**config.mk**
```make
export PLATFORM = sky130hd
export DESIGN_NAME = mem_writer
export DESIGN_NICKNAME = d
export VERILOG_FILES = /design/src/rtl/bpuf_pkg.sv /design/src/rtl/mem_writer_sipo.sv /design/src/rtl/mem_writer.sv
export SDC_FILE = /design/constraint.sdc
export NUM_CORES = 1
export LEC_CHECK = 0
export ABC_AREA = 1
export CAP_MARGIN = 20
export CORE_UTILIZATION = 30
export CTS_BUF_LIST = sky130_fd_sc_hd__clkbuf_8 sky130_fd_sc_hd__clkbuf_16
export CTS_CLUSTER_SIZE = 30
export DETAILED_ROUTE_END_ITERATION = 12
export GPL_ROUTABILITY_DRIVEN = 0
export MAX_ROUTING_LAYER = met4
export PLACE_DENSITY_LB_ADDON = 0.2
export SYNTH_ARGS = -nofsm -noshare
export SYNTH_HDL_FRONTEND = slang
export SYNTH_SLANG_ARGS = --single-unit
```
**constraint.sdc**
```tcl
create_clock -name I_clk -period 2.05 [get_ports I_clk]
set_input_delay 0.41 -clock I_clk [delete_from_list [all_inputs] [get_ports I_clk]]
set_output_delay 0.41 -clock I_clk [all_outputs]
set_load 0.02 [all_outputs]
```
**src/rtl/bpuf_pkg.sv**
```systemverilog
// Shared PUF block definitions: constant clog2 and the mem_writer state encoding.
package bpuf_pkg;

  // Ceiling log2 for parameter elaboration; clog2(1) == 0.
  function automatic int unsigned clog2(input int unsigned n);
    int unsigned r;
    int unsigned v;
    r = 0;
    v = (n > 0) ? n - 1 : 0;
    while (v > 0) begin
      v = v >> 1;
      r = r + 1;
    end
    return r;
  endfunction

  localparam int unsigned MW_STATE_W = 3;

  localparam logic [MW_STATE_W-1:0] MW_IDLE   = 3'd0;
  localparam logic [MW_STATE_W-1:0] MW_SHIFT  = 3'd1;
  localparam logic [MW_STATE_W-1:0] MW_STROBE = 3'd2;
  localparam logic [MW_STATE_W-1:0] MW_HOLD   = 3'd3;
  localparam logic [MW_STATE_W-1:0] MW_DONE   = 3'd4;

  typedef enum logic [MW_STATE_W-1:0] {
    ST_IDLE   = MW_IDLE,
    ST_SHIFT  = MW_SHIFT,
    ST_STROBE = MW_STROBE,
    ST_HOLD   = MW_HOLD,
    ST_DONE   = MW_DONE
  } mw_state_e;

endpackage

```
**src/rtl/mem_writer_sipo.sv**
```systemverilog
// Serial-in parallel-out word assembler: LSB-first shift register plus bit counter.
module mem_writer_sipo
  import bpuf_pkg::*;
#(
  parameter int unsigned C_WORDSIZE = 8
) (
  input  logic                  clk_i,
  input  logic                  rst_i,
  input  logic                  shift_en_i,
  input  logic                  clear_i,
  input  logic                  bit_i,
  output logic [C_WORDSIZE-1:0] word_c,
  output logic                  full_c
);

  localparam int unsigned CNT_W = clog2(C_WORDSIZE);

  // Only W-1 bits are stored; the incoming bit completes the word combinationally.
  logic [C_WORDSIZE-2:0] sh_q, sh_d;
  logic [CNT_W-1:0]      cnt_q, cnt_d;

  always_comb begin
    word_c = {bit_i, sh_q};
    full_c = shift_en_i && (cnt_q == CNT_W'(C_WORDSIZE - 1));
    sh_d   = sh_q;
    cnt_d  = cnt_q;
    if (clear_i) begin
      cnt_d = '0;
    end else if (shift_en_i) begin
      sh_d  = word_c[C_WORDSIZE-1:1];
      cnt_d = full_c ? '0 : cnt_q + CNT_W'(1);
    end
  end

  always_ff @(posedge clk_i or posedge rst_i) begin
    if (rst_i) begin
      sh_q  <= '0;
      cnt_q <= '0;
    end else begin
      sh_q  <= sh_d;
      cnt_q <= cnt_d;
    end
  end

endmodule

```
**src/rtl/mem_writer.sv**
```systemverilog
// Fills the response memory from the PUF bit stream, one word per write-clock strobe.
module mem_writer
  import bpuf_pkg::*;
#(
  parameter int unsigned C_WORDSIZE = 8,
  parameter int unsigned C_MEMSIZE  = 4096,
  parameter int unsigned C_ADDRSIZE = clog2(C_MEMSIZE)
) (
  input  logic                  I_clk,
  input  logic                  I_rst,
  input  logic                  I_start,
  input  logic                  I_bit,
  input  logic                  I_bit_valid,
  output logic                  O_bit_ready,
  output logic [C_WORDSIZE-1:0] O_data,
  output logic [C_ADDRSIZE-1:0] O_addr,
  output logic                  O_wrclk,
  output logic                  O_busy,
  output logic                  O_done
);

  mw_state_e             state_q, state_d;
  logic [C_ADDRSIZE-1:0] addr_q, addr_d;
  logic [C_WORDSIZE-1:0] data_q, data_d;
  logic                  wrclk_q, wrclk_d;
  logic                  ready_q, ready_d;
  logic                  busy_q, busy_d;
  logic                  done_q, done_d;

  logic                  shift_en;
  logic                  sipo_clear;
  logic [C_WORDSIZE-1:0] word_c;
  logic                  full_c;

  mem_writer_sipo #(
    .C_WORDSIZE(C_WORDSIZE)
  ) u_sipo (
    .clk_i      (I_clk),
    .rst_i      (I_rst),
    .shift_en_i (shift_en),
    .clear_i    (sipo_clear),
    .bit_i      (I_bit),
    .word_c     (word_c),
    .full_c     (full_c)
  );

  // Outputs are computed for the next state and registered alongside it.
  always_comb begin
    state_d    = state_q;
    addr_d     = addr_q;
    data_d     = data_q;
    wrclk_d    = 1'b0;
    ready_d    = 1'b0;
    busy_d     = 1'b1;
    done_d     = 1'b0;
    sipo_clear = 1'b0;
    shift_en   = ready_q && I_bit_valid;

    case (state_q)
      ST_IDLE: begin
        sipo_clear = 1'b1;
        busy_d     = 1'b0;
        if (I_start) begin
          state_d = ST_SHIFT;
          addr_d  = '0;
          ready_d = 1'b1;
          busy_d  = 1'b1;
        end
      end
      ST_SHIFT: begin
        ready_d = 1'b1;
        if (full_c) begin
          state_d = ST_STROBE;
          data_d  = word_c;
          wrclk_d = 1'b1;
          ready_d = 1'b0;
        end
      end
      ST_STROBE: begin
        state_d = ST_HOLD;
      end
      ST_HOLD: begin
        // The memory committed on entry to HOLD; advance or finish.
        if (addr_q == C_ADDRSIZE'(C_MEMSIZE - 1)) begin
          state_d = ST_DONE;
          done_d  = 1'b1;
        end else begin
          state_d    = ST_SHIFT;
          addr_d     = addr_q + C_ADDRSIZE'(1);
          sipo_clear = 1'b1;
          ready_d    = 1'b1;
        end
      end
      ST_DONE: begin
        state_d = ST_IDLE;
        busy_d  = 1'b0;
      end
      default: begin
        state_d = ST_IDLE;
        busy_d  = 1'b0;
      end
    endcase
  end

  always_ff @(posedge I_clk or posedge I_rst) begin
    if (I_rst) begin
      state_q <= ST_IDLE;
      addr_q  <= '0;
      data_q  <= '0;
      wrclk_q <= 1'b0;
      ready_q <= 1'b0;
      busy_q  <= 1'b0;
      done_q  <= 1'b0;
    end else begin
      state_q <= state_d;
      addr_q  <= addr_d;
      data_q  <= data_d;
      wrclk_q <= wrclk_d;
      ready_q <= ready_d;
      busy_q  <= busy_d;
      done_q  <= done_d;
    end
  end

  assign O_bit_ready = ready_q;
  assign O_data      = data_q;
  assign O_addr      = addr_q;
  assign O_wrclk     = wrclk_q;
  assign O_busy      = busy_q;
  assign O_done      = done_q;

endmodule

```
==> results.toml <==
[run_status]
status = "complete, no violations"

[layout]
areaGrowthSynthToFinish_pct = 27.6
nFillCells = 592
seq_area_um2 = 926
antenna_cells = 0
layout-drive-gt1-share_pct = 9.72
layoutNonFillerInstCount = 319
final_nets = 254
multi_input_area_um2 = 798

[sta]
drv_slew = 0
clock_skew_ns = 0.00585
hold_viol_final = 0
slew_headroom_pct = 64.9
clock.fmax_mhz = 550
min_period_ns = 1.82
worst_pin_slew_ns = 0.525
setup_viol = 0
finalCritPeriodShare_pct = 88.6
final.setup.tns_ns = 0
grt_setup_unrepaired = "no"

[clock_tree]
clock-root-buffer = "clkbuf_8"
insertion_delay_ns = 0.29
cts_buffers = 5
cts_hold_buf = 0
clk_pin_slew_ns = 0.08
htreeDepth = 2
post_cts_resized = 0
post_cts.repair.setup_buffers = 0
cts.sinks = 37
cts_tree = "built"
cts_buffer_depth = 2

[synthesis]
syn_inst = 212
avgSynthCellArea_um2 = 8.54
ys_seq_area_share_pct = 51.1
syn_nets = 220
syn_area_um2 = 1810
ys_ff_latch = 37
synth_top_cell_by_area = "dfrtp_1"
synthTopCellsByArea = "dfrtp_1 51%, nand2_1 14%, nand3_1 6.4%"
yosys.area.top_type_share_pct = 51.1
synth_cell_type_count = 26
ys_warn_count = 0

[power_and_ir_drop]
power.total_w = 0.00303
leakagePower_nw = 1.11
power_frac_comb_pct = 36.8
p_per_area_nw_per_um2 = 1310
clock_power_share_pct = 25.0
peakVddDrop_uv = 503
power.internal_w = 0.00186
power_frac_seq_pct = 38.2
switchingPower_w = 0.00117
switching_share_pct = 38.7

[grt]
grt_overflow_total = 0
grt.total_usage_pct = 14.7
antenna_found_initial = 0
grt_pass1_wl_um = 6930
grt_max_degree = 38
grt_pass1_vias = 1430

[place]
hpwlAfterDp_um = 2680
dp_cells = 311
io_buffer_count = 28

[critical_path]
cp_max_fo = 7
setup.worst_path.start = "O_addr[2]$_DFFE_PP0P_"
crit_family = "buffers and inverters"
path_cells = "clkdlybuf4s50_1"
cpPeakStageDelay_ns = 0.65
end_kind = "output pin"
worstPathRequired_ns = 1.64
start_kind = "flop"
reg2reg_from = "O_addr[1]$_DFFE_PP0P_"
crit_buf_inv = 1
crit_slowest_cell = "clkdlybuf4s50_1"
cp.arrival_ns = 1.41
critPathKind = "flop to output pin"

[detailed_routing]
viasPerCell = 4.76
vias = 1517
drc = 0
drt_iter0_drc = 81
dr.pass1.iters = 4
routed_wl_um = 3960
drtAntennaViolNets = 0
wl_per_cell_um = 12.4

[floorplan]
dieWidth_um = 79.7
dieArea_um2 = 6350
fp.dieH_um = 79.7
rows = 27
core_area_um2 = 5680
ios = 29
initial_utilization_pct = 31.9

[hold_path]
min_from = "u_sipo.sh_q[0]$_DFFE_PP0P_"
hold_path.class = "flop to flop"

[run]
maxCapViolCount = 0
==> state kept, by name, indices dropped and copies added (netlist names) <==
signal / flops
O_busy: 1
O_bit_ready: 1
u_sipo.cnt_q: 3
state_q: 3
O_data: 8
u_sipo.sh_q: 7
O_wrclk: 1
O_done: 1
O_addr: 12
==> cell usage in the layout (no fill, tap or decap), types with 2 or more instances in the layout <==
| master | instances |
|---|---|
| nor2_4 | 3 |
| clkbuf_8 | 5 |
| buf_4 | 4 |
| dfrtp_1 | 37 |
| bufinv_16 | 2 |
| nor3_1 | 3 |
| inv_1 | 13 |
| nand3_1 | 23 |
| xor2_1 | 2 |
| nand4_1 | 14 |
| o21ai_0 | 11 |
| nor2_1 | 13 |
| nand2_2 | 2 |
| ha_1 | 3 |
| nand2_1 | 69 |
| nand3_2 | 2 |
| clkdlybuf4s50_1 | 28 |
| o21ai_1 | 2 |
==> stage by stage <==
step / utilization, % / hold WS (ns) / setup WS [ns] / instance area, µm²
6_report: 40.7 / 0.476 / 0.233 / 2310
5_1_grt: 40.7 / 0.492 / 0.183 / 2310
4_1_cts: 40.7 / 0.479 / 0.234 / 2310
3_5_place_dp: 38.4 / 0.462 / 0.291 / 2180
3_3_place_gp: 38.4 / 0.463 / 0.317 / 2180
2_1_floorplan: - / 0.438 / 0.540 / 1810
==> power groups by stage <==
stage	sequential [W]	clock [W]	combinational (W)
6_report	0.00116	0.000756	0.00111
5_1_grt	0.00120	0.000797	0.00125
4_1_cts	0.00116	0.000770	0.00112
3_5_place_dp	0.00117	0	0.00112
3_3_place_gp	0.00117	0	0.00111
2_1_floorplan	0.00126	0	0.000623
==> metal layers <==
| metal | up-vias | wire, µm | GRT usage [%] |
|---|---|---|---|
| li1 | 775 | - | - |
| met1 | 708 | 2020 | 19.8 |
| met2 | 29 | 1730 | 21.3 |
| met3 | 5 | 148 | 2.97 |
| met4 | 0 | 60 | 6.55 |
| met5 | - | 0 | - |
==> cell type report <==
| type | instances | area share [%] |
|---|---|---|
| clock buffers | 5 | 2.98 |
| clock inverters | 3 | 2.82 |
| inverters | 14 | 2.27 |
| well taps | 72 | 3.90 |
| repair buffers | 32 | 13.4 |
| multi-input cells | 156 | 34.5 |
| flip-flops and latches | 37 | 40.1 |
==> worst paths after layout <==
path	endpoint	slack (ns)	cells after the start
setup / recovery	O_addr[2]	0.23	1
hold / removal	u_sipo.sh_q[0]$_DFFE_PP0P_	0.48	2
setup reg to reg	u_sipo.sh_q[1]$_DFFE_PP0P_	0.35	8
hold reg to reg	u_sipo.sh_q[0]$_DFFE_PP0P_	0.48	2
max in group asynchronous	O_addr[1]$_DFFE_PP0P_	1.18	3
min in group asynchronous	u_sipo.cnt_q[2]$_DFFE_PP0P_	0.53	3
==> cells in the mapped netlist <==
| cell type | count |
|---|---|
| a21o_1 | 1 |
| a21oi_1 | 1 |
| buf_6 | 2 |
| clkbuf_1 | 3 |
| dfrtp_1 | 37 |
| ha_1 | 3 |
| inv_1 | 13 |
| inv_2 | 1 |
| nand2_1 | 69 |
| nand2_2 | 2 |
| nand2_8 | 1 |
| nand3_1 | 23 |
| nand3_2 | 2 |
| nand3_4 | 1 |
| nand3b_1 | 1 |
| nand4_1 | 14 |
| nor2_1 | 13 |
| nor2_2 | 1 |
| nor2_4 | 3 |
| nor3_1 | 3 |
| o21a_1 | 1 |
| o21ai_0 | 11 |
| o21ai_1 | 2 |
| or2_2 | 1 |
| xnor2_1 | 1 |
| xor2_1 | 2 |
==> cells by family after synthesis <==
logic type	after synthesis	share of synthesized area, %
fa+ha+maj	3	2.07
buf+inv	19	4.77
simple gates	134	35.9
xor+xnor	3	1.45
compound gates	16	4.70
flops	37	51.1
Power figures use the tool's default switching activity.
